[src/rtl/issue_scheduler_pkg.sv]
// ---------------------------------------------------------------------------
// sched_pkg
// Shared types and constants for the issue scheduler.
//   slot_t      : one pipeline slot {valid, rd, wr, is_load, is_mul}
//   ZERO_REG    : architectural zero register (x31); never a hazard source
//   EMPTY_SLOT  : bubble value, its tag already reads as ZERO_REG
//   ex_action_e : what the EX slot does at the next clock edge
//   slot_tag()  : forwarding tag of a slot (ZERO_REG when the slot is empty)
// ---------------------------------------------------------------------------
package sched_pkg;

    localparam logic [4:0] ZERO_REG = 5'd31;

    typedef struct packed {
        logic       valid;
        logic [4:0] rd;
        logic       wr;
        logic       is_load;
        logic       is_mul;
    } slot_t;

    localparam slot_t EMPTY_SLOT = '{
        valid   : 1'b0,
        rd      : ZERO_REG,
        wr      : 1'b0,
        is_load : 1'b0,
        is_mul  : 1'b0
    };

    typedef enum logic [1:0] {
        EX_BUBBLE,
        EX_LOAD,
        EX_HOLD,
        EX_KILL
    } ex_action_e;

    function automatic logic [4:0] slot_tag(input slot_t s);
        return s.valid ? s.rd : ZERO_REG;
    endfunction

endpackage

[src/rtl/issue_scheduler_if.sv]
// ---------------------------------------------------------------------------
// issue_scheduler_if
// Bundles the decode handshake and the forwarding/write-back controls that
// the issue scheduler exchanges with the rest of the integer pipeline.
//   master : decode side (drives id_* and flush, observes everything else)
//   slave  : the scheduler itself
// Signals:
//   id_valid/id_ready, id_rs1, id_rs2, id_rd, id_wr_en, id_is_load,
//   id_is_mul, flush, ex_reg, mem_reg, ex_fwd_en, mem_fwd_en, wb_reg,
//   wb_wr_en, mul_busy
// ---------------------------------------------------------------------------
interface issue_scheduler_if;

    logic       id_valid;
    logic       id_ready;
    logic [4:0] id_rs1;
    logic [4:0] id_rs2;
    logic [4:0] id_rd;
    logic       id_wr_en;
    logic       id_is_load;
    logic       id_is_mul;
    logic       flush;

    logic [4:0] ex_reg;
    logic [4:0] mem_reg;
    logic       ex_fwd_en;
    logic       mem_fwd_en;
    logic [4:0] wb_reg;
    logic       wb_wr_en;
    logic       mul_busy;

    modport master (
        output id_valid, id_rs1, id_rs2, id_rd, id_wr_en, id_is_load,
               id_is_mul, flush,
        input  id_ready, ex_reg, mem_reg, ex_fwd_en, mem_fwd_en, wb_reg,
               wb_wr_en, mul_busy
    );

    modport slave (
        input  id_valid, id_rs1, id_rs2, id_rd, id_wr_en, id_is_load,
               id_is_mul, flush,
        output id_ready, ex_reg, mem_reg, ex_fwd_en, mem_fwd_en, wb_reg,
               wb_wr_en, mul_busy
    );

endinterface

[src/rtl/issue_scheduler_hazard_check.sv]
// ---------------------------------------------------------------------------
// hazard_check
// Combinational load-use detector: flags when a decode source register
// matches the destination of a load currently sitting in EX, whose data
// will only exist at the end of MEM.
// Ports:
//   ex_slot  in  slot_t  current EX slot
//   rs1, rs2 in  5       decode source registers
//   load_use out 1       decode must wait one cycle
// ---------------------------------------------------------------------------
module hazard_check
    import sched_pkg::*;
(
    input  slot_t      ex_slot,
    input  logic [4:0] rs1,
    input  logic [4:0] rs2,
    output logic       load_use
);

    logic ex_produces_late;
    logic mul_unused;

    // Only a valid, writing load to a real register can create the hazard;
    // the zero register is masked so reads of x31 never stall.
    assign ex_produces_late = ex_slot.valid & ex_slot.is_load & ex_slot.wr &
                              (ex_slot.rd != ZERO_REG);

    assign load_use = ex_produces_late &
                      ((rs1 == ex_slot.rd) | (rs2 == ex_slot.rd));

    assign mul_unused = ex_slot.is_mul;

endmodule

[src/rtl/issue_scheduler.sv]
// ---------------------------------------------------------------------------
// issue_scheduler
// Sits between decode and the EX/MEM/WB pipeline registers. Tracks the
// destination register of the instruction in each of EX, MEM and WB,
// publishes forwarding tags/enables, stalls decode on load-use hazards and,
// when ISSUE_SCHED_MUL_EN is defined, holds EX for multi-cycle multiplies.
// Without ISSUE_SCHED_MUL_EN, id_is_mul is ignored and mul_busy is 0.
// Parameters:
//   MUL_LAT  cycles a multiply occupies EX (>=1)
// Ports:
//   clk      in  pipeline clock, rising edge
//   reset_n  in  asynchronous active-low reset
//   sif      issue_scheduler_if.slave (decode handshake, forwarding tags,
//            write-back control, mul_busy)
// ---------------------------------------------------------------------------
module issue_scheduler
    import sched_pkg::*;
#(
    parameter int MUL_LAT = 4
)
(
    input  logic              clk,
    input  logic              reset_n,
    issue_scheduler_if.slave  sif
);

    slot_t      ex_q, mem_q, wb_q;
    slot_t      ex_d, mem_d;
    slot_t      id_slot;
    ex_action_e ex_action;
    logic       load_use;
    logic       hold;
    logic       accept;
    logic       id_mul;
    logic [4:0] unused_fields;

    hazard_check u_hazard (
        .ex_slot  (ex_q),
        .rs1      (sif.id_rs1),
        .rs2      (sif.id_rs2),
        .load_use (load_use)
    );

`ifdef ISSUE_SCHED_MUL_EN
    localparam int CNT_W = (MUL_LAT > 1) ? $clog2(MUL_LAT) : 1;
    localparam logic [CNT_W-1:0] MUL_INIT = CNT_W'(MUL_LAT - 1);

    logic [CNT_W-1:0] mul_cnt_q, mul_cnt_d;

    assign hold   = (mul_cnt_q != '0);
    assign id_mul = sif.id_is_mul;

    // Multiply countdown: loads on entry to EX, counts the extra EX cycles
    // down while held, and is wiped by a flush or a non-multiply entry.
    always_comb begin
        mul_cnt_d = '0;
        case (ex_action)
            EX_HOLD: mul_cnt_d = mul_cnt_q - CNT_W'(1);
            EX_LOAD: mul_cnt_d = id_mul ? MUL_INIT : '0;
            default: mul_cnt_d = '0;
        endcase
    end

    // Counter register; cleared immediately by reset.
    always_ff @(posedge clk or negedge reset_n) begin
        if (!reset_n) begin
            mul_cnt_q <= '0;
        end else begin
            mul_cnt_q <= mul_cnt_d;
        end
    end
`else
    logic mul_unused;

    assign hold       = 1'b0;
    assign id_mul     = 1'b0;
    assign mul_unused = sif.id_is_mul & (MUL_LAT > 1);
`endif

    // Decode is refused during reset, on a flush, while a multiply still owns
    // EX, or when it would read a load result that is not yet available.
    assign sif.id_ready = reset_n & ~sif.flush & ~hold & ~load_use;
    assign accept       = sif.id_valid & sif.id_ready;

    // The write flag is normalised at entry so that a write to x31 never
    // shows up as a forwarding or register-file write enable downstream.
    assign id_slot = '{
        valid   : 1'b1,
        rd      : sif.id_rd,
        wr      : sif.id_wr_en & (sif.id_rd != ZERO_REG),
        is_load : sif.id_is_load,
        is_mul  : id_mul
    };

    // Decide what EX does next. Flush outranks the multiply hold, which in
    // turn outranks a normal accept (accept is already blocked by both).
    always_comb begin
        ex_action = EX_BUBBLE;
        if (sif.flush) begin
            ex_action = EX_KILL;
        end else if (hold) begin
            ex_action = EX_HOLD;
        end else if (accept) begin
            ex_action = EX_LOAD;
        end
    end

    // Next EX/MEM contents. A held multiply stays in EX and sends a bubble to
    // MEM; a flush kills the EX instruction so MEM also receives a bubble.
    always_comb begin
        ex_d  = EMPTY_SLOT;
        mem_d = ex_q;
        case (ex_action)
            EX_LOAD: ex_d = id_slot;
            EX_HOLD: begin
                ex_d  = ex_q;
                mem_d = EMPTY_SLOT;
            end
            EX_KILL: mem_d = EMPTY_SLOT;
            default: ex_d = EMPTY_SLOT;
        endcase
    end

    // Slot registers; MEM always drains into WB, and WB retires every cycle.
    always_ff @(posedge clk or negedge reset_n) begin
        if (!reset_n) begin
            ex_q  <= EMPTY_SLOT;
            mem_q <= EMPTY_SLOT;
            wb_q  <= EMPTY_SLOT;
        end else begin
            ex_q  <= ex_d;
            mem_q <= mem_d;
            wb_q  <= mem_q;
        end
    end

    // A load's data is not ready in EX, and a multiply only has its result
    // in the last EX cycle, so EX forwarding is gated by both.
    assign sif.ex_reg     = slot_tag(ex_q);
    assign sif.ex_fwd_en  = ex_q.valid & ex_q.wr & ~ex_q.is_load & ~hold;
    assign sif.mem_reg    = slot_tag(mem_q);
    assign sif.mem_fwd_en = mem_q.valid & mem_q.wr;
    assign sif.wb_reg     = slot_tag(wb_q);
    assign sif.wb_wr_en   = wb_q.valid & wb_q.wr;
    assign sif.mul_busy   = hold;

    assign unused_fields = {ex_q.is_mul, mem_q.is_load, mem_q.is_mul,
                            wb_q.is_load, wb_q.is_mul};

endmodule

[src/flat_wrapper.sv]
// flat-port wrapper written by rule: the top's interface ports become plain ports
module issue_scheduler_flat import sched_pkg::*;
#(
    parameter int MUL_LAT = 4
)
  (clk, reset_n, sif_id_valid, sif_id_rs1, sif_id_rs2, sif_id_rd, sif_id_wr_en, sif_id_is_load, sif_id_is_mul, sif_flush, sif_id_ready, sif_ex_reg, sif_mem_reg, sif_ex_fwd_en, sif_mem_fwd_en, sif_wb_reg, sif_wb_wr_en, sif_mul_busy);
  issue_scheduler_if sif_i ();
  input  logic clk;
  input  logic reset_n;
  input wire logic [$bits(sif_i.id_valid)-1:0] sif_id_valid;
  input wire logic [$bits(sif_i.id_rs1)-1:0] sif_id_rs1;
  input wire logic [$bits(sif_i.id_rs2)-1:0] sif_id_rs2;
  input wire logic [$bits(sif_i.id_rd)-1:0] sif_id_rd;
  input wire logic [$bits(sif_i.id_wr_en)-1:0] sif_id_wr_en;
  input wire logic [$bits(sif_i.id_is_load)-1:0] sif_id_is_load;
  input wire logic [$bits(sif_i.id_is_mul)-1:0] sif_id_is_mul;
  input wire logic [$bits(sif_i.flush)-1:0] sif_flush;
  output wire logic [$bits(sif_i.id_ready)-1:0] sif_id_ready;
  output wire logic [$bits(sif_i.ex_reg)-1:0] sif_ex_reg;
  output wire logic [$bits(sif_i.mem_reg)-1:0] sif_mem_reg;
  output wire logic [$bits(sif_i.ex_fwd_en)-1:0] sif_ex_fwd_en;
  output wire logic [$bits(sif_i.mem_fwd_en)-1:0] sif_mem_fwd_en;
  output wire logic [$bits(sif_i.wb_reg)-1:0] sif_wb_reg;
  output wire logic [$bits(sif_i.wb_wr_en)-1:0] sif_wb_wr_en;
  output wire logic [$bits(sif_i.mul_busy)-1:0] sif_mul_busy;
  assign sif_i.id_valid = sif_id_valid;
  assign sif_i.id_rs1 = sif_id_rs1;
  assign sif_i.id_rs2 = sif_id_rs2;
  assign sif_i.id_rd = sif_id_rd;
  assign sif_i.id_wr_en = sif_id_wr_en;
  assign sif_i.id_is_load = sif_id_is_load;
  assign sif_i.id_is_mul = sif_id_is_mul;
  assign sif_i.flush = sif_flush;
  assign sif_id_ready = sif_i.id_ready;
  assign sif_ex_reg = sif_i.ex_reg;
  assign sif_mem_reg = sif_i.mem_reg;
  assign sif_ex_fwd_en = sif_i.ex_fwd_en;
  assign sif_mem_fwd_en = sif_i.mem_fwd_en;
  assign sif_wb_reg = sif_i.wb_reg;
  assign sif_wb_wr_en = sif_i.wb_wr_en;
  assign sif_mul_busy = sif_i.mul_busy;
  issue_scheduler #(.MUL_LAT(MUL_LAT)) u_core (.clk(clk), .reset_n(reset_n), .sif(sif_i));
endmodule
[config.mk]
export PLATFORM = sky130hd
export DESIGN_NAME = issue_scheduler_flat
export DESIGN_NICKNAME = d
export VERILOG_FILES = /design/src/rtl/issue_scheduler_pkg.sv /design/src/rtl/issue_scheduler_if.sv /design/src/rtl/issue_scheduler_hazard_check.sv /design/src/rtl/issue_scheduler.sv /design/src/flat_wrapper.sv
export SDC_FILE = /design/constraint.sdc
export NUM_CORES = 1
export LEC_CHECK = 0
export ABC_AREA = 0
export BUFFER_PORTS_ARGS = -buffer_cell sky130_fd_sc_hd__buf_4
export CORE_AREA = 2 2 50 52
export CTS_BUF_LIST = sky130_fd_sc_hd__clkbuf_4 sky130_fd_sc_hd__clkbuf_8
export DETAILED_ROUTE_END_ITERATION = 16
export DIE_AREA = 0 0 52 54
export GPL_ROUTABILITY_DRIVEN = 0
export HOLD_SLACK_MARGIN = 0.05
export PLACE_DENSITY = 0.75
export SETUP_SLACK_MARGIN = 0.5
export SYNTH_ARGS = -nofsm -noshare
export SYNTH_HDL_FRONTEND = slang
export SYNTH_HIERARCHICAL = 1
export SYNTH_SLANG_ARGS = --single-unit
[constraint.sdc]
create_clock -name clk -period 1.5 [get_ports clk]
set_input_delay 0.225 -clock clk [delete_from_list [all_inputs] [get_ports clk]]
set_output_delay 0.225 -clock clk [all_outputs]
set_load 0.005 [all_outputs]
-- Yosys cells after proc, flatten, opt, wreduce, memory -nomap -nowiden
Index checks and enable logic that the tools add are counted.
- register bits: 23
- input bits: 22
- output and inout port bits: 20
- word-level logic and storage cells: 42
- equal/unequal tests: 7
- muxes and demuxes: 7
- bitwise gates (word level): 16
- reduce and logical (&&, ||, !) cells: 1
- operators with widths (kind ; number):
    9-bit case mux with 2 select lines ; 1
    5-bit two-way mux ; 3
    1-bit AND ; 12
    5-bit == test ; 2
    5-bit != test, second input constant ; 2
    9-bit two-way mux ; 1
    2-bit == test, second input constant ; 2
    1-bit inverter ; 3
    2-bit by 1-bit == test with 1-bit output, second input constant ; 1
    2-bit two-way mux ; 1
    2-bit OR reduction ; 1
    1-bit two-way mux ; 1
    1-bit bitwise OR ; 1

-- Logic depth before layout (Yosys ltp)
Gate-level depths: netlist (run 1).
- depth after elaboration: 12
- mapped depth: 6
- gate-level depth less buffers: 6

-- Modules after synthesis
Netlist (run 1), hierarchy kept.
- modules (own cells, without submodules) (module ; times used ; cells each ; area each (sq um) ; seq. area each (sq um)):
    issue_scheduler ; 1 ; 61 ; 818.3 ; 569.3
    hazard_check ; 1 ; 18 ; 130.1 ; 0.0

-- Least setup slack after synthesis (run 1)
No wires, ideal clock.
- kind: register to register
- from: register u_core/ex_q[5] (netlist name)
- to: register u_core/ex_q[1] (netlist name)
- setup time: 0.119 ns
- data arrival time: 1.428 ns
- required time: 1.381 ns
- slack: -0.047 ns
- stages on the path, launching flop included: 7
- buffers on the path: 0
- period minus slack after synthesis: 1.547 ns
- cell sequence: dfstp_2 > xor2_1 > nor3_1 > nand3_1 > a21oi_1 > and4bb_4 > and2_1
- word-level cells in the longest chain between the ends: 10
- elaborated cells between the ends (all ways): 14
- classes of those cells: eq/ne (5); mux (3); bitwise (6)
- RTL lines (element ; RTL line ; text):
    from (decl) ; issue_scheduler.sv:27 ; slot_t ex_q, mem_q, wb_q;
    from (signal assigned) ; issue_scheduler.sv:127 ; ex_q <= EMPTY_SLOT;
    from (signal assigned) ; issue_scheduler.sv:131 ; ex_q <= ex_d;
    5-bit != test / 5-bit == test (equally long branches) ; issue_scheduler_hazard_check.sv:26, issue_scheduler_hazard_check.sv:29 ;
    1-bit AND / 1-bit bitwise OR (equally long branches) ; issue_scheduler_hazard_check.sv:25, issue_scheduler_hazard_check.sv:29 ;
    1-bit AND (*) ; issue_scheduler_hazard_check.sv:28 ; assign load_use = ex_produces_late &
    named net u_core.load_use ; issue_scheduler.sv:31 ; logic load_use;
    1-bit inverter (*) ; issue_scheduler.sv:82 ; assign sif.id_ready = reset_n & ~sif.flush & ~hold & ~load_use;
    1-bit AND (*) ; issue_scheduler.sv:82 ;
    1-bit AND (*) ; issue_scheduler.sv:83 ; assign accept = sif.id_valid & sif.id_ready;
    1-bit two-way mux (*) ; issue_scheduler.sv:103 ; end else if (accept) begin
    2-bit two-way mux (*) ; issue_scheduler.sv:99 ; if (sif.flush) begin
    2-bit == test / 2-bit by 1-bit == test with 1-bit output (equally long branches) ; issue_scheduler.sv:113 ; case (ex_action)
    9-bit case mux with 2 select lines ; issue_scheduler.sv:113 ;
Mark *: on every way through the listed nets, which the timed path passes. The rest lies on a longest branch. The select of a mux whose other input is x is not followed.
A chain may end at the register's enable or synchronous reset.

-- Final worst setup path (run 1)
- from: register u_core/ex_q[7] (netlist name)
- to: output port sif_id_ready
- word-level cells in the longest chain between the ends: 5
- elaborated cells between the ends (all ways): 8
- classes of those cells: eq/ne (3); bitwise (5)
- RTL lines (element ; RTL line ; text):
    5-bit != test / 5-bit == test (equally long branches) ; issue_scheduler_hazard_check.sv:26, issue_scheduler_hazard_check.sv:29 ;
    1-bit AND / 1-bit bitwise OR (equally long branches) ; issue_scheduler_hazard_check.sv:25, issue_scheduler_hazard_check.sv:29 ;
    1-bit AND (*) ; issue_scheduler_hazard_check.sv:28 ;
    named net u_core.load_use ; issue_scheduler.sv:31 ;
    1-bit inverter (*) ; issue_scheduler.sv:82 ;
    1-bit AND (*) ; issue_scheduler.sv:82 ;
    to (decl) ; flat_wrapper.sv:18 ; output wire logic [$bits(sif_i.id_ready)-1:0] sif_id_ready;
Mark *: on every way through the listed nets, which the timed path passes. The rest lies on a longest branch.

==> results.md, run 1 <==
- DRT iter0 DRCs: 2
- Min cycle time layout: 1900 ps
- Main combinational cell family by area after synthesis: simple AND/OR/NAND/NOR gates
- Initial core utilization: 0.409
- Setup tns final: -1790 ps
- Site Rows: 18
- H-Tree Depth: 1
- Cell Count, Final, Fillers Out: 166
- Fin Hold WS: 116 ps
- Multi-input gate area: 478 um^2
- Max Cap Viol: 0
- Outcome: complete, but fails checks
- Power Total: 1.21 mW
- Mapped Area: 948 um^2
- Die width: 52 um
- Drt drc: 0
- Tot GR Track Use: 0.162
- Lkg Pwr: 0.775 nW
- Final core occ: 0.698
- CP Capture Type: output port
- Core area: 2320 um^2
- Detail-routed via count per cell: 4.48
- Filler cells: 184
- Cells after Synth: 79
- Initial antenna violation count: 0
- Adder-Cell Fraction of Synth Area: 0
- Fmax: 527 MHz
- First-pass GRT wire length: 3240 um
- Place WS: -85.5 ps
- Share of the synthesized area in the top cell type: 0.416
- Worst setup margin: -399 ps
- GRT overflow: 0
- Mapped Nets: 101
- Seq cells post-synth: 22
- CP Class: reg -> out
- Final Max Tran Viols: 0
- Vias in the first global route: 769
- Worst min-delay path class: in -> reg
- CTS buffer count: 3
- Clock Latency Late Sink: 300 ps
- Buffers on Ports: 39
- Critical-path maximum fanout: 4
- Reg2Reg Depth: 7
- RSZ-0062 raised after global routing: true
- Post-Place Cell Area: 1290 um^2
- Sequential fraction of the synthesis area: 0.600
- Largest net degree at the start of global routing: 21
- Die Ht: 54 um
- TritonCTS clock tree: done
- Top Ports: 42
- Clk_skew: 1.61 ps
- Post-synthesis compound-gate area fraction: 0.0251
- Synth Area in Simple Gates: 0.270
- Design area: 1620 um^2
- Final Cycle Share: 1.27
- Hold depth: 2
- Layout cells sized above 1: 0.721
- Ys Warns: 6
- Diodes inserted: 0
- Wirelength per Cell: 13.4 um
- Total wire length: 2220 um
- DRT Pass-1 Iters: 2
- Clock sink count: 22
- Average cell area after synthesis: 12.0 um^2
- Area growth, synth to finish: 70.7%
- Top post-synthesis cells by area: dfstp_2 (42%), dfrtp_1 (18%), nand2b_1 (13%)
- Max VDD drop: 0.000600 V
- Worst EP required: 1270 ps
- Post-DP HPWL: 1400 um
- Distinct cells, synth: 19
- Worst Setup Start Kind: register
- Total die area: 2810 um^2
- Failing checks: setup timing
- Critical Path AT: 1670 ps
- Clk root buf: clkbuf_4
- Nets: 159
- Vias post-DR: 744
- Post-Synth XOR/XNOR Area: 0.0923
- Yosys top cell by area: dfstp_2
- Seq. cell area: 572 um^2
- Placed instance count: 149
- Max Root-Sink Buffers: 2
- Power per cell area: 745 nW/um^2
- Clock transition at path regs: 120 ps
- Mux cell area share after synthesis: 0
- Detail Route Antenna Nets: 0
- Final hold violation count: 0
- Setup Viol. Count Final: 10
[metal layers]
metal	global-route usage	wire length, um
met1	0.171	771
met2	0.321	1350
met3	0.0278	98
met4	0.0526	0
met5	0	0
[synthesized netlist by cell type]
library cell,n
nand2b_1,20
dfstp_2,15
dfrtp_1,7
xor2_1,6
or2_2,5
nand3_1,4
xnor2_1,4
and2_1,3
nand2_1,3
nor2b_1,2
nor3_1,2
a21oi_1,1
and4bb_4,1
buf_4,1
conb_1,1
nor2_1,1
nor3b_1,1
o2111ai_1,1
o211a_1,1
[layout by cell type (no fill, tap or decap), types with 2 or more instances in the layout]
master	netlist	layout
nand3_1	4	4
and2_4	0	3
clkbuf_4	0	3
xor2_1	6	6
dfrtp_2	0	2
xnor2_1	4	4
buf_6	0	19
nand2b_1	20	9
dfstp_2	15	15
dfrtp_1	7	5
buf_4	1	34
nand2b_4	0	11
nor3_1	2	2
nor2b_1	2	2
nand2_1	3	2
or2_2	5	4
[where the power goes]
| part | total (mW) | leakage [nW] | internal, mW | switching [mW] |
|---|---|---|---|---|
| Sequential | 0.627 | 0.251 | 0.614 | 0.0131 |
| Combinational | 0.134 | 0.497 | 0.0817 | 0.0524 |
| Clock | 0.445 | 0.0279 | 0.270 | 0.175 |
[sequential cells by signal, summed over array words and instances, names as in the netlist]
register and count:
u_core/ex_q 8, u_core/mem_q 7, u_core/wb_q 7
[cells by family after synthesis]
logic type / after synthesis
AOI/OAI and AO/OA: 3
DFF: 22
buffers and inverters: 1
other: 1
and+or+nand+nor: 42
xor gates and xnor gates: 10
[worst max-delay path, stage by stage (launching register included)]
cell and delay, ps:
dfstp_2 610, xor2_1 90, nor3_1 170, nand3_1 110, a21oi_2 200, nor3b_2 60
buf_4 130
[path summary, 6_finish.rpt]
kind | startpoint | endpoint | slack (ps)
max | u_core/ex_q[7] | sif_id_ready | -400
max reg2reg | u_core/ex_q[7] | u_core/ex_q[2] | -250
min in group asynchronous | reset_n | u_core/ex_q[6] | 500
min | sif_id_rd[1] | u_core/ex_q[4] | 120
min reg2reg | u_core/mem_q[3] | u_core/wb_q[3] | 370
max in group asynchronous | reset_n | u_core/ex_q[3] | 670
[timing repair]
| action | 4_1_cts | 5_1_grt |
|---|---|---|
| endpoints found under the hold margin | 9 | 0 |
| hold buffers | 1 | 0 |
| cloned | 0 | 0 |
| setup endpoints to repair | 27 | 27 |
| pin swaps | 3 | 2 |
| buffers inserted | 4 | 8 |
| gates resized for setup | 25 | 15 |
[layout make-up]
class	instances	share of cell area
clock inverter	1	0.0185
timing repair buffer	54	0.296
clock buffer	3	0.0139
multi-input combinational	56	0.295
tap	30	0.0232
sequential	22	0.353
(Power assumes the default switching activity.)
==> inputs of run 2 (changes only) <==
PLACE_DENSITY = 0.74   (was 0.75)
==> run 2 against run 1 <==
Net effect: the flow still finishes with violations (setup timing); clock power down 27%; critical endpoint unchanged; utilization up 1.3 points; via count up 1.7%; final cell count down 0.60%; global-route usage up 1.0 points; critical path depth unchanged; largest cell class unchanged; clock skew about the same; largest power group unchanged.
==> results.md, run 2 (synthesis gave the netlist of run 1 again) <==
- Outcome: complete, but fails checks
- Failing checks: setup timing
- Final Max Tran Viols: 0
- Final core occ: 0.711
- Detail-routed via count per cell: 4.59
- Clock sink count: 22
- Total die area: 2810 um^2
- Power per cell area: 662 nW/um^2
- Buffers on Ports: 39
- Die Ht: 54 um
- RSZ-0062 raised after global routing: true
- Die width: 52 um
- DRT iter0 DRCs: 5
- Min cycle time layout: 1930 ps
- Max reg flops: 8
- Lkg Pwr: 0.815 nW
- GRT overflow: 0
- Largest net degree at the start of global routing: 15
- Final Cycle Share: 1.28
- Commonest non-fill, non-tap cells in the layout: buf_4 (32), buf_6 (17), nand2b_4 (15), dfstp_2 (15)
- DRT Pass-1 Iters: 3
- Post-Place Cell Area: 1290 um^2
- Fmax: 519 MHz
- Clk root buf: clkbuf_4
- Clock transition at path regs: 120 ps
- CP Capture Type: output port
- Site Rows: 18
- Worst Setup Start Kind: register
- Filler cells: 172
- Register with the most flip-flops: u_core/ex_q
- Layout cells sized above 1: 0.741
- Max Cap Viol: 0
- Post-DP HPWL: 1430 um
- Worst EP required: 1270 ps
- First-pass GRT wire length: 3440 um
- Diodes inserted: 0
- Worst min-delay path class: in -> reg
- Drt drc: 0
- Max VDD drop: 0.000522 V
- Vias post-DR: 757
- Detail Route Antenna Nets: 0
- Cells along the critical path: xor2_1 > nor3_1 > nand3_1 > a21oi_2 > nor3b_2 > buf_4
- CTS buffer count: 3
- Core area: 2320 um^2
- Critical-path maximum fanout: 5
- Power Total: 1.09 mW
- Place WS: -104 ps
- Nets: 158
- Clock Latency Late Sink: 310 ps
- Commonest non-fill, non-tap cell in the layout: buf_4
- Tot GR Track Use: 0.172
- Setup tns final: -1440 ps
- Design area: 1650 um^2
- Regs by FF count: u_core/ex_q x8, u_core/mem_q x7, u_core/wb_q x7
- Total wire length: 2200 um
- Final hold violation count: 0
- Slowest stage cell, crit path: dfstp_2
- Max incr delay on CP: 610 ps
- Worst setup margin: -426 ps
- H-Tree Depth: 1
- Wirelength per Cell: 13.4 um
- TritonCTS clock tree: done
- CP Class: reg -> out
- Critical Path AT: 1700 ps
- Initial core utilization: 0.409
- Area growth, synth to finish: 74.0%
- Max Root-Sink Buffers: 2
- Clk_skew: 1.95 ps
- Initial antenna violation count: 0
- Vias in the first global route: 771
- Setup Viol. Count Final: 9
- Top Ports: 42
==> run 2: layout make-up <==
cell class                      instances  area [um^2]  area share
Sequential cell                        22          572       0.346
Multi-Input combinational cell         56          510       0.309
Timing Repair Buffer                   53          494       0.299
Tap cell                               30         37.5      0.0227
Clock buffer                            4         36.3      0.0220
==> run 2: report_power, final <==
part | leakage (nW) | switching, mW | total, mW | internal (mW)
clock network | 0.0210 | 0.176 | 0.324 | 0.148
registers | 0.251 | 0.0135 | 0.627 | 0.613
logic | 0.543 | 0.0555 | 0.142 | 0.0866
total | 0.815 | 0.245 | 1.09 | 0.848
==> run 2: metal layers <==
layer | up-vias | wire length (um) | track usage
li1 | 362 | - | -
met1 | 361 | 830 | 0.181
met2 | 32 | 1250 | 0.344
met3 | 2 | 102 | 0.0222
met4 | 0 | 22 | 0.0658
met5 | - | 0 | 0
==> run 2: worst paths after layout <==
kind / from / slack, ps / end / cells after the start
worst max-delay path: u_core/ex_q[7] / -430 / sif_id_ready / 6
max in group asynchronous: reset_n / 640 / u_core/ex_q[8] / 3
min in group asynchronous: reset_n / 250 / u_core/ex_q[7] / 2
worst max register to register: u_core/ex_q[7] / -210 / u_core/ex_q[2] / 6
worst min register to register: u_core/mem_q[7] / 370 / u_core/wb_q[7] / 0
worst min-delay path: sif_id_rd[0] / 110 / u_core/ex_q[3] / 2
==> run 2: timing repair <==
| action | CTS | global route |
|---|---|---|
| resized for setup | 23 | 19 |
| endpoints found under the hold margin | 12 | 3 |
| setup endpoints to repair | 27 | 38 |
| buffers inserted | 4 | 6 |
| pin swaps | 1 | 4 |
| hold buffers | 1 | 1 |
==> run 2: stage by stage <==
step,hold WS [ps],std cells
6_report,110,165
5_1_grt,86.8,165
4_1_cts,109,158
3_5_place_dp,60.3,149
3_3_place_gp,58.5,149
2_1_floorplan,-70.6,79
==> run 2: worst max-delay path: cells and delay by family, from the launching register on <==
kind	cells	cell delay, ps
DFF	1	610
AOI/OAI and AO/OA	1	190
and+or+nand+nor	3	370
xor gates and xnor gates	1	90
buffers and inverters	1	130
==> inputs of run 3 (changes only) <==
--- a/config.mk
+++ b/config.mk
@@ -9,6 +9,6 @@
 export BUFFER_PORTS_ARGS = -buffer_cell sky130_fd_sc_hd__buf_4
-export CORE_AREA = 2 2 50 52
+export CORE_AREA = 2 2 51 53
 export CTS_BUF_LIST = sky130_fd_sc_hd__clkbuf_4 sky130_fd_sc_hd__clkbuf_8
 export DETAILED_ROUTE_END_ITERATION = 16
-export DIE_AREA = 0 0 52 54
+export DIE_AREA = 0 0 53 55
 export GPL_ROUTABILITY_DRIVEN = 0
@@ -17,5 +17,5 @@
 export SETUP_SLACK_MARGIN = 0.5
+export SLEW_MARGIN = 20
 export SYNTH_ARGS = -nofsm -noshare
 export SYNTH_HDL_FRONTEND = slang
-export SYNTH_HIERARCHICAL = 1
 export SYNTH_SLANG_ARGS = --single-unit
==> constraint.sdc (replaced) <==
create_clock -name clk -period 1.5 [get_ports clk]
set_input_delay 0.15 -clock clk [delete_from_list [all_inputs] [get_ports clk]]
set_output_delay 0.15 -clock clk [all_outputs]
set_load 0.005 [all_outputs]
==> run 3 against run 2 <==
Net effect: routed wire length is 13% lower; combinational power decreased by 8%; the flow finishes with violations (hold timing, setup timing); register-to-register slack improved by 200 ps; largest cell class unchanged.
==> results.md, run 3 <==
- Ys Warns: 0
- Sequential fraction of the synthesis area: 0.577
- CP Class: reg -> out
- Flop pwr share: 0.604
- Diodes inserted: 0
- Worst min-delay path class: in -> async
- Die width: 53 um
- Cell Count, Final, Fillers Out: 161
- Core area: 2360 um^2
- First-pass GRT wire length: 3310 um
- DRT iter0 DRCs: 2
- Distinct cells, synth: 26
- Clk_skew: 10.1 ps
- Tot GR Track Use: 0.154
- Top Ports: 42
- Fmax: 539 MHz
- Total wire length: 1930 um
- Commonest non-fill, non-tap cell in the layout: buf_4
- Switch Pwr: 0.225 mW
- Share of the synthesized area in the top cell type: 0.399
- Failing checks: hold timing, setup timing
- Vias post-DR: 765
- Clk root buf: clkbuf_4
- Worst setup margin: -356 ps
- Drt drc: 0
- Yosys top cell by area: dfstp_2
- Async SR Flop Fraction: 1.00
- Initial antenna violation count: 0
- Final Max Tran Viols: 0
- Die Ht: 55 um
- Lkg Pwr: 0.727 nW
- Total die area: 2920 um^2
- Fin Hold WS: -262 ps
- Placed instance count: 152
- Seq cells post-synth: 22
- Detail-routed via count per cell: 4.75
- Final core occ: 0.658
- Regs by FF count: u_core.ex_q x8, u_core.mem_q x7, u_core.wb_q x7
- Largest net degree at the start of global routing: 32
- Nets: 154
- Site Rows: 18
- Register with the most flip-flops: u_core.ex_q
- Detail Route Antenna Nets: 0
- Area growth, synth to finish: 57.7%
- Max reg flops: 8
- CP Capture Type: output port
- Cells after Synth: 83
- CTS buffer count: 3
- Max Cap Viol: 0
- Reg2reg start: u_core.ex_q[5]
- Synth cell count leaders: dfstp_2 (15), nand2b_1 (15), dfrtp_1 (7)
- Hold buffers post-CTS: 1
- H-Tree Depth: 1
- GRT overflow: 0
- Min cycle time layout: 1860 ps
- Max VDD drop: 0.000458 V
- Place WS: 2.33 ps
- Worst Setup SP: u_core.ex_q[5]
- Clock network fraction of design power: 0.270
- Buffers on Ports: 39
- DRT Pass-1 Iters: 2
- Initial core utilization: 0.417
- Comb power frac: 0.127
- Worst EP required: 1350 ps
- Outcome: complete, but fails checks
- Clock transition at path regs: 120 ps
- Final Cycle Share: 1.24
- Setup Viol. Count Final: 2
- Mapped Nets: 105
- Internal Power: 0.813 mW
- Layout cells sized above 1: 0.672
- Vias in the first global route: 762
- Average cell area after synthesis: 11.9 um^2
- Mapped Area: 987 um^2
- Clock Latency Late Sink: 290 ps
- Switching Fraction: 0.217
- Commonest non-fill, non-tap cells in the layout: buf_4 (30), buf_6 (16), dfstp_2 (15)
- Post-synth EDFFs: 0
- Power per cell area: 667 nW/um^2
- Synth Flop Type: dfstp_2
- RSZ-0062 raised after global routing: true
- Max Root-Sink Buffers: 2
- Worst Setup Start Kind: register
- Final hold violation count: 7
- Critical-path maximum fanout: 5
- Wirelength per Cell: 12.0 um
- Critical Path AT: 1710 ps
- Post-DP HPWL: 1400 um
- Clock sink count: 22
- Top post-synthesis cells by area: dfstp_2 (40%), dfrtp_1 (18%), nand2b_1 (9.5%)
- TritonCTS clock tree: done
run 3: final cells by class:
class,instances,area [um^2]
clock buffers,4,30.0
repair buffers,47,415
well taps,30,37.5
multi-input cells,58,503
fillers,183,808
flip-flops and latches,22,571
run 3: power groups by stage:
stage	Combinational, mW	Clock, mW	Sequential, mW
after floorplan	0.0457	0	0.631
after global placement	0.109	0	0.633
after detailed placement	0.112	0	0.634
after CTS	0.124	0.294	0.626
after global routing	0.145	0.330	0.629
final	0.131	0.280	0.626
run 3: timing repair:
item,CTS,global route
resized for setup,23,8
endpoints found under the setup margin,27,27
pin swaps,1,3
hold endpoints to repair,23,22
setup buffers,2,2
run 3: final timing paths:
check	end	slack (ps)	cells past startpoint
max in group asynchronous	u_core.ex_q[7]	1450	1
hold / removal	u_core.wb_q[2]	-260	1
setup / recovery	sif_id_ready	-360	6
setup reg to reg	u_core.ex_q[8]	-10	6
hold reg to reg	u_core.wb_q[3]	370	0
min in group clk	u_core.ex_q[6]	60	2
run 3: per-layer routing:
metal,share of wire,vias to the layer above,global-route usage
li1,-,370,-
met1,0.39,370,0.189
met2,0.55,25,0.285
met3,0.061,0,0.0296
met4,0,0,0.0256
met5,0,-,0
run 3: worst max-delay path, stage by stage, from the launching register on:
cell     delay (ps)
dfstp_2         610
xnor2_2         130
nand3_1         110
nor3_2          160
o21ai_2         100
and3b_1         190
buf_4           130
run 3: stage by stage:
stage	hold slack [ps]	setup TNS, ps	total power, mW	cell area [um^2]
finish	-262	-363	1.04	1560
global placement	67.2	0	0.742	1330
global route	-261	-571	1.10	1560
CTS	-261	-342	1.04	1500
detailed placement	72.0	0	0.746	1330
floorplan	-146	0	0.677	992
run 3: logic make-up (layout without fill, tap and decap cells):
kind of cell           Yosys count  count (layout)  synth area share
AO/OA/AOI/OAI                    3               3            0.0241
XOR/XNOR                        10              10            0.0887
buffers and inverters            3              51            0.0152
flip-flops                      22              22             0.577
other                            1               1           0.00380
AND/OR/NAND/NOR                 44              44             0.291
